==> config.mk <==
export PLATFORM = sky130hd
export DESIGN_NAME = mips_regfile_sb
export DESIGN_NICKNAME = d
export VERILOG_FILES = /design/src/rtl/mips_regfile_sb_pkg.sv /design/src/rtl/mips_regfile_sb_reg_scoreboard.sv /design/src/rtl/mips_regfile_sb.sv
export SDC_FILE = /design/constraint.sdc
export NUM_CORES = 2
export LEC_CHECK = 0
export ABC_AREA = 1
export CORE_MARGIN = 5
export CORE_UTILIZATION = 25
export CTS_BUF_LIST = sky130_fd_sc_hd__clkbuf_16
export DETAILED_ROUTE_END_ITERATION = 8
export PLACE_DENSITY = 0.44
export SYNTH_ARGS = -nofsm -noshare
export SYNTH_HDL_FRONTEND = slang
export SYNTH_SLANG_ARGS = --single-unit
==> constraint.sdc <==
create_clock -name clk -period 51.9 [get_ports clk]
set_input_delay 10.38 -clock clk [delete_from_list [all_inputs] [get_ports clk]]
set_output_delay 10.38 -clock clk [all_outputs]
set_load 0.01 [all_outputs]
==> src/rtl/mips_regfile_sb_pkg.sv <==
// mips_regfile_sb_pkg: shared constants for the register file and its scoreboard.
package mips_regfile_sb_pkg;
    localparam int          REG_ZERO        = 0;
    localparam logic [6:0]  DEBUG_BUSY_ADDR = 7'h7F;
    localparam logic [31:0] DEBUG_INVALID   = 32'hFFFF_FFFF;
endpackage

==> src/rtl/mips_regfile_sb_reg_scoreboard.sv <==
// reg_scoreboard: per-register busy bits, WAW issue check and busy population counter.
module reg_scoreboard
    import mips_regfile_sb_pkg::*;
#(
    parameter int ADDR_W = 5
) (
    input  logic                   clk,
    input  logic                   rst,
    input  logic                   issue_en,
    input  logic [ADDR_W-1:0]      issue_dst,
    input  logic                   wb_en,
    input  logic [ADDR_W-1:0]      wb_addr,
    input  logic                   flush,
    output logic [(1<<ADDR_W)-1:0] busy,
    output logic                   issue_ok,
    output logic [ADDR_W:0]        busy_cnt
);
    localparam int NREG = 1 << ADDR_W;
    localparam int CW   = ADDR_W + 1;
    logic            set;
    logic            clr;
    logic [NREG-1:0] nxt;
    assign issue_ok = !(|issue_dst) || !busy[issue_dst] || (wb_en && wb_addr == issue_dst);
    assign set      = issue_en && issue_ok && |issue_dst && !flush;
    // A write-back to a register being re-claimed this cycle must not clear it.
    assign clr      = wb_en && |wb_addr && busy[wb_addr] && !(set && issue_dst == wb_addr);
    always_comb begin
        nxt = busy;
        if (clr) nxt[wb_addr] = 1'b0;
        if (set) nxt[issue_dst] = 1'b1;
        nxt[REG_ZERO] = 1'b0;
    end
    always_ff @(posedge clk or posedge rst) begin
        if (rst) begin
            busy     <= '0;
            busy_cnt <= '0;
        end else if (flush) begin
            busy     <= '0;
            busy_cnt <= '0;
        end else begin
            busy     <= nxt;
            busy_cnt <= busy_cnt + CW'(set && !busy[issue_dst]) - CW'(clr);
        end
    end
endmodule

==> src/rtl/mips_regfile_sb.sv <==
// mips_regfile_sb: parametrised register file with WB bypass and busy-bit scoreboard.
// REGFILE_DEBUG_EN adds a registered debug read port (debug_addr/debug_data).
module mips_regfile_sb
    import mips_regfile_sb_pkg::*;
#(
    parameter int DATA_W   = 32,
    parameter int ADDR_W   = 5,
    parameter int RD_PORTS = 2
) (
    input  logic                       clk,
    input  logic                       rst,
    input  logic [RD_PORTS*ADDR_W-1:0] rd_addr,
    output logic [RD_PORTS*DATA_W-1:0] rd_data,
    output logic [RD_PORTS-1:0]        rd_busy,
    input  logic                       issue_en,
    input  logic [ADDR_W-1:0]          issue_dst,
    output logic                       issue_ok,
    input  logic                       wb_en,
    input  logic [ADDR_W-1:0]          wb_addr,
    input  logic [DATA_W-1:0]          wb_data,
    input  logic                       flush,
    output logic [ADDR_W:0]            busy_cnt
`ifdef REGFILE_DEBUG_EN
    ,
    input  logic [6:0]                 debug_addr,
    output logic [31:0]                debug_data
`endif
);
    localparam int NREG = 1 << ADDR_W;
    logic [DATA_W-1:0] regs [NREG];
    logic [NREG-1:0]   busy;
    reg_scoreboard #(.ADDR_W(ADDR_W)) u_sb (
        .clk(clk),
        .rst(rst),
        .issue_en(issue_en),
        .issue_dst(issue_dst),
        .wb_en(wb_en),
        .wb_addr(wb_addr),
        .flush(flush),
        .busy(busy),
        .issue_ok(issue_ok),
        .busy_cnt(busy_cnt)
    );
    // r0 is never written, so its reset value keeps it reading zero.
    always_ff @(posedge clk or posedge rst) begin
        if (rst) for (int i = 0; i < NREG; i++) regs[i] <= '0;
        else if (wb_en && |wb_addr) regs[wb_addr] <= wb_data;
    end
    for (genvar i = 0; i < RD_PORTS; i++) begin : g_rd
        logic [ADDR_W-1:0] a;
        logic              byp;
        assign a                          = rd_addr[i*ADDR_W +: ADDR_W];
        assign byp                        = wb_en && wb_addr == a && |a;
        assign rd_data[i*DATA_W +: DATA_W] = byp ? wb_data : regs[a];
        assign rd_busy[i]                 = !byp && busy[a];
    end
`ifdef REGFILE_DEBUG_EN
    always_ff @(posedge clk or posedge rst) begin
        if (rst) debug_data <= '0;
        else debug_data <= 32'(debug_addr) < 32'(NREG) ? 32'(regs[ADDR_W'(debug_addr)]) :
                           debug_addr == DEBUG_BUSY_ADDR ? 32'(busy) : DEBUG_INVALID;
    end
`endif
endmodule

---- Word level (Yosys, flattened, before mapping) ----
Index checks and enable logic that the tools add are counted.
word-level totals
  bits in latches ......................... 0
  register bits ........................... 1,062
  RAM bits ................................ 0
  ROM bits ................................ 0
  memories kept ........................... 0
  output and inout bits ................... 73
operators by class
  reductions and logical operators ........ 30
  multiply operators ...................... 0
  order comparisons ....................... 10
  shifts and indexed selects .............. 0
  div/mod/pow operators ................... 0
  equal/unequal tests ..................... 4
  add/sub/neg operators ................... 2
  bitwise logic cells ..................... 6
  mux-type cells .......................... 27
operator list
  operator              number
  $bwmux W1024          1
  $bmux W32 S5          2
  $mux W32              10
  $demux W32 S5         1
  $and A32 B32 Y32      1
  $not A32 Y32          1
  $or A32 B32 Y32       1
  $lt A5 B6 Y1 const B  4
  $bmux W1 S5           4
  $eq A5 B5 Y1          4
  $reduce_or A5 Y1      4
  $ge A6 B6 Y1 const B  3
  $logic_and A1 B1 Y1   18
  $not A5 Y6            3
  $demux W1 S5          2
  $ge A5 B1 Y1 const B  2
  $add A6 B1 Y6         1
  $logic_not A1 Y1      6
  $lt A6 B1 Y1 const B  1
  $mux W1               6
  $mux W6               1
  $sub A6 B1 Y6         1
  $logic_or A1 B1 Y1    2

---- Longest topological paths before layout ----
  word-level depth ........................ 15
  mapped depth ............................ 27
  gate-level depth less buffers ........... 25

---- Hierarchy ----
A second synthesis with hierarchy kept.
second synthesis, totals
  cells, all modules ...................... 8,950
  area total of the unflattened synthesis .. 60,449.2 um^2
by module, submodules not included
  module           area each (um^2)  times used  cells each
  mips_regfile_sb  57,426.3          1           8,476
  reg_scoreboard   3,022.9           1           474

---- Worst setup path after synthesis ----
No wires, ideal clock.
  kind .................................... input -> output
  from .................................... input port rd_addr[5]
  to ...................................... output port rd_busy[1]
  buffers on the path ..................... 4
  arrival ................................. 11.780 ns
  setup slack ............................. 29.740 ns
  data required time ...................... 41.520 ns
  cell stages on the path ................. 10
  cell sequence ........................... buf_4 -> buf_4 -> buf_2 -> clkbuf_1 -> nand2_1 -> nand3_1 -> nand3_1 -> nand3_1 -> a21oi_1 -> nor3b_1
on the way
  longest elaborated chain between the ends .. 5
  elaborated cells on any way between the ends .. 8
RTL lines
  element                                                              line                   text
  start, declared                                                      mips_regfile_sb.sv:12  input logic [RD_PORTS*ADDR_W-1:0] rd_addr,
  parallel branches: the longest is 4 deep, another holds $bmux W1 S5  n/a
  $logic_and A1 B1 Y1 (*)                                              mips_regfile_sb.sv:55  assign rd_busy[i] = !byp && busy[a];
  end, declared                                                        mips_regfile_sb.sv:14  output logic [RD_PORTS-1:0] rd_busy,
Mark *: on every way between the ends. The select of a mux whose other input is x is not followed.

---- Worst setup path in the final report ----
  from .................................... input port rd_addr[5]
  to ...................................... output port rd_data[43]
on the way
  longest elaborated chain between the ends .. 5
  elaborated cells on any way between the ends .. 9
RTL lines
  element                                       line                   text
  $not A5 Y6 (not written as such)              mips_regfile_sb.sv:54  assign rd_data[i*DATA_W +: DATA_W] = byp ? wb_data : regs[a];
  $bmux W32 S5                                  mips_regfile_sb.sv:54
  $mux W32 (not written as such) (2 in series)  mips_regfile_sb.sv:54
  $mux W32 (*)                                  mips_regfile_sb.sv:54
  end, declared                                 mips_regfile_sb.sv:13  output logic [RD_PORTS*DATA_W-1:0] rd_data,
Mark *: on every way between the ends. The rest lies on a longest branch, timed or not. The select of a mux whose other input is x is not followed.

==> results by stage <==
Worst setup path:
- The endpoint of the most critical register-to-register path is u_sb.busy_cnt[4]$_DFF_PP0_.
- The largest fanout on the critical path is 93.
- The longest individual stage delay on the worst path is 0.79 ns.
- The worst-path cell with the longest stage delay is buf_4.
- The type of the worst setup path is input port to output port.
- The worst setup path startpoint is rd_addr[5].
- Data arrives at the worst endpoint at 15.87 ns.
- The minimum setup slack among reg-to-reg paths is 48.56 ns.
- Walking the worst path, the cells encountered are buf_8 > inv_8 > buf_4 > buf_4 > buf_4 > buf_4 > o21ai_0 > o22ai_1 > nor2_1 > o211ai_1 > o211ai_1 > o21ai_0 > clkdlybuf4s50_1.
- The worst-case reg-to-reg path depth is 22.
- Following the worst setup path forward leads to its endpoint at rd_data[43].
- The most numerous cell type found on the critical path is buf_4.
- The nature of the critical path startpoint is an input port.
- For the worst setup path, the data required time is just over 40 ns.
- The launch point of the worst reg-to-reg path is u_sb.busy[19]$_DFF_PP0_.
- The kind of capture point of the worst setup path is an output port.

Synth:
- Counting flops and latches in the post-synthesis netlist gives 1061.
- The cell area after synthesis is a little under 60000 sq um.
- In the synthesized netlist the dominant register cell turns out to be dfrtp_1.
- The commonest cells after synthesis are o21ai_0, nand2_1, nor2_1.
- The number of nets handed over by synthesis was roughly 8000.
- A synthesized cell averages around 7.4 sq um.
- Yosys printed 0 warnings.
- The portion of the post-synthesis area used by sequential elements is 0.458.
- The synthesized design contains 0 enable-type register cells.
- The gate count after technology mapping is 7801.
- Synthesis instantiated 45 different standard cells from the library.
- By instance count, the leading cell after synthesis is o21ai_0.
- Counting flops with an async set or reset pin after synthesis yields a share of 1.00.
- Ranked by total cell area, the synthesized netlist is headed by dfrtp_1, o21ai_0, nand2_1.
- The library cell with the largest summed area after synthesis is dfrtp_1.
- The share of synthesized area in the top cell type comes to 0.458.

Global route:
- Entering global routing, the biggest net connects roughly 160 pins.
- The initial antenna violation count is 15.
- The first-pass GRT wire length is 400000 um.
- The total global-route track usage is 0.220.
- The via count of the first global-routing pass was 55214.
- Summed over all layers, the global routing overflow is 0.

Floorplanning:
- The starting utilization of the core area is 0.252.
- The I/O pin count is 130.
- Measured along the y axis, the die boundary spans 491 um.
- The number of placement rows is 176.
- The floorplan die area is 242000 sq um.
- In this run the horizontal extent of the chip is 491 um.
- The region available for standard cell placement spans 230000 sq um.

Routing:
- For this run, design rule violations remaining after detail routing come to 0.
- The overall routed net length is about 280000 um.
- Routed signal wires occupy layers up through met4.
- For this block, the initial DRC count from the detailed router was 6973.
- The first detailed-routing pass ran for 8 iterations.
- The met3 wirelength from detailed routing is between 20000 and 25000 um.
- The total number of vias is about 58000.
- The detailed route wirelength on metal2 is 121000 um.
- The final routed wire length divided by cell count is 26.2 um.
- Using the TritonRoute via totals, the vias-per-cell ratio works out to 5.54.
- The routed length on met1 is 120000 um.
- The detail route stage leaves a number of antenna-violating nets equal to 0.

Power and ir drop:
- VDD sags by at most 0.0244 mV.
- For this design the ratio of total power to cell area is 37.5 nW/um^2.
- The total leakage power is 0.0275 uW.

Placed design:
- The HPWL after detailed placement is 151000 um.
- The congestion estimate from routability-driven global placement came to just over 0.8.
- The worst setup slack before clock tree synthesis is between 20 and 30 ns.
- The number of I/O port buffers is approximately 130.

STA:
- Based on the critical path, the design can be clocked at up to between 30 and 40 MHz.
- The transition at the pin with the smallest max-transition slack is 1.26 ns.
- The clock arrives with ~0.012 ns of skew.
- The final hold violation count came to 0.
- The worst hold slack is 0.400 ns.
- The aggregate negative setup slack is 0 ns.
- The portion of the clock cycle consumed by the worst path in the final layout is 0.506.
- The shortest period the worst path allows is 26.25 ns.
- Setup repair after global routing left no endpoint under its margin.
- The total of endpoints with negative setup slack in the final report is 0.
- Setup slack closes at 25.65 ns.
- The total count of max-transition violations in the final report is 0.
- Measured against its own limit, the worst slew margin works out to 0.151.

Clocking:
- The clock root buffer master is clkbuf_16.
- The tree built by TritonCTS fans out to 1061 sinks.
- The number of gates resized after CTS was 0.
- The number of clock buffers added by TritonCTS is 131.
- The number of post-CTS setup repair buffers is 0.
- TritonCTS built the clock tree.
- The level count of the clock H-tree is 4.
- No sink is reached through more buffers than the 3 on the longest clock path.
- After clock tree synthesis, the flow added hold-fix buffers numbering 0.
- Clock-pin slew was measured on the worst setup and hold paths at 0.06 ns.
- For the worst-skew pair, the clock arrives at the later sink with an insertion delay of 0.79 ns.

Cells and area:
- The final-layout fill cell count is about 25000.
- The utilization of the core after routing is 0.282.
- The area growth from synthesis to layout is 12.2%.
- In the final layout, the multi-input gates occupy roughly 28000 sq um.
- For this run, the post-layout net count is 7477.
- Of the cells placed in the final design, the portion with a size suffix greater than 1 is 0.0546.
- The storage element area is between 20000 and 30000 sq um.

Hold path:
- Counting instances, the worst hold path has a depth of 0.
- The kind of path behind the tightest hold check is flop to flop.

Run status:
- The run finished with clean final reports.

Flow run:
- Across the run, the number of max-cap violations was 0.
[area by class of cell]
class / count / area share
Tap cell: 3026 / 0.0583
Sequential cell: 1061 / 0.409
Antenna cell: 10 / 0.000385
Clock buffer: 132 / 0.0508
Timing Repair Buffer: 271 / 0.0370
Multi-Input combinational cell: 5818 / 0.425
Inverter: 130 / 0.00826
Clock inverter: 102 / 0.0117
[sequential cells by signal, indices dropped and copies added, names as in the netlist]
register,flops
regs,1024
u_sb.busy_cnt,6
u_sb.busy,31
[cell families (layout without fill, tap and decap cells)]
| kind of cell | Yosys count | after routing | share of synthesized area |
|---|---|---|---|
| DFF | 1061 | 1061 | 0.458 |
| adders and majority gates | 7 | 7 | 0.00164 |
| other | 0 | 10 | 0 |
| xor gates and xnor gates | 8 | 8 | 0.00121 |
| AOI/OAI and AO/OA | 2900 | 2900 | 0.272 |
| and+or+nand+nor | 2903 | 2903 | 0.200 |
| buffers and inverters | 922 | 635 | 0.0671 |
[metal layers]
layer,vias up,GRT usage
li1,25961,-
met1,28865,0.300
met2,3071,0.338
met3,557,0.0405
met4,0,0.100
met5,-,0
[how the worst min path moves through the flow]
stage / start / endpoint / slack (ns)
floorplan: regs[1003]$_DFFE_PP0P_ / regs[1003]$_DFFE_PP0P_ / 0.45
global placement: regs[1005]$_DFFE_PP0P_ / regs[1005]$_DFFE_PP0P_ / 0.39
detailed placement: regs[998]$_DFFE_PP0P_ / regs[998]$_DFFE_PP0P_ / 0.39
CTS: regs[998]$_DFFE_PP0P_ / regs[998]$_DFFE_PP0P_ / 0.40
global route: regs[994]$_DFFE_PP0P_ / regs[994]$_DFFE_PP0P_ / 0.41
finish: regs[1011]$_DFFE_PP0P_ / regs[1011]$_DFFE_PP0P_ / 0.40
[worst max-delay path, delay by kind of cell]
kind	cells	cell delay (ns)
AO/OA/AOI/OAI	5	1.08
AND/OR/NAND/NOR	1	0.08
buffers and inverters	7	4.20
[power by group]
group | total [uW] | leakage, uW | internal, uW | switching [uW]
clock network | 896 | 0.00213 | 496 | 400
registers | 1090 | 0.0138 | 974 | 115
logic | 454 | 0.0115 | 163 | 291
total | 2440 | 0.0275 | 1630 | 806
[metrics by stage]
stage               instance area [sq um]  power, uW  cells
floorplan                           57900       1380   7801
global placement                    60900       1540  10306
detailed placement                  60900       1550  10306
CTS                                 65000       2450  10540
global route                        65000       2570  10542
finish                              65000       2440  10550
[cell usage in the layout, fill, tap and decap left out, drive strengths merged, types with 2 or more instances in the layout]
cell type,synthesis,final
a21oi,71,71
buf,276,152
o21ai,2217,2217
nor3,17,17
clkdlybuf4s50,0,119
bufinv,0,6
ha,6,6
dfrtp,1061,1061
nor2,1126,1126
nand3,190,190
clkinv,3,54
o211ai,85,85
a31oi,4,4
o2111ai,2,2
or2,16,16
a221oi,13,13
diode,0,10
o22ai,381,381
inv,127,171
a22oi,3,3
xnor2,4,4
xor2,4,4
nand4,58,58
o221ai,119,119
nand2,1492,1492
nor3b,3,3
clkbuf,516,132
(Power assumes the default switching activity.)
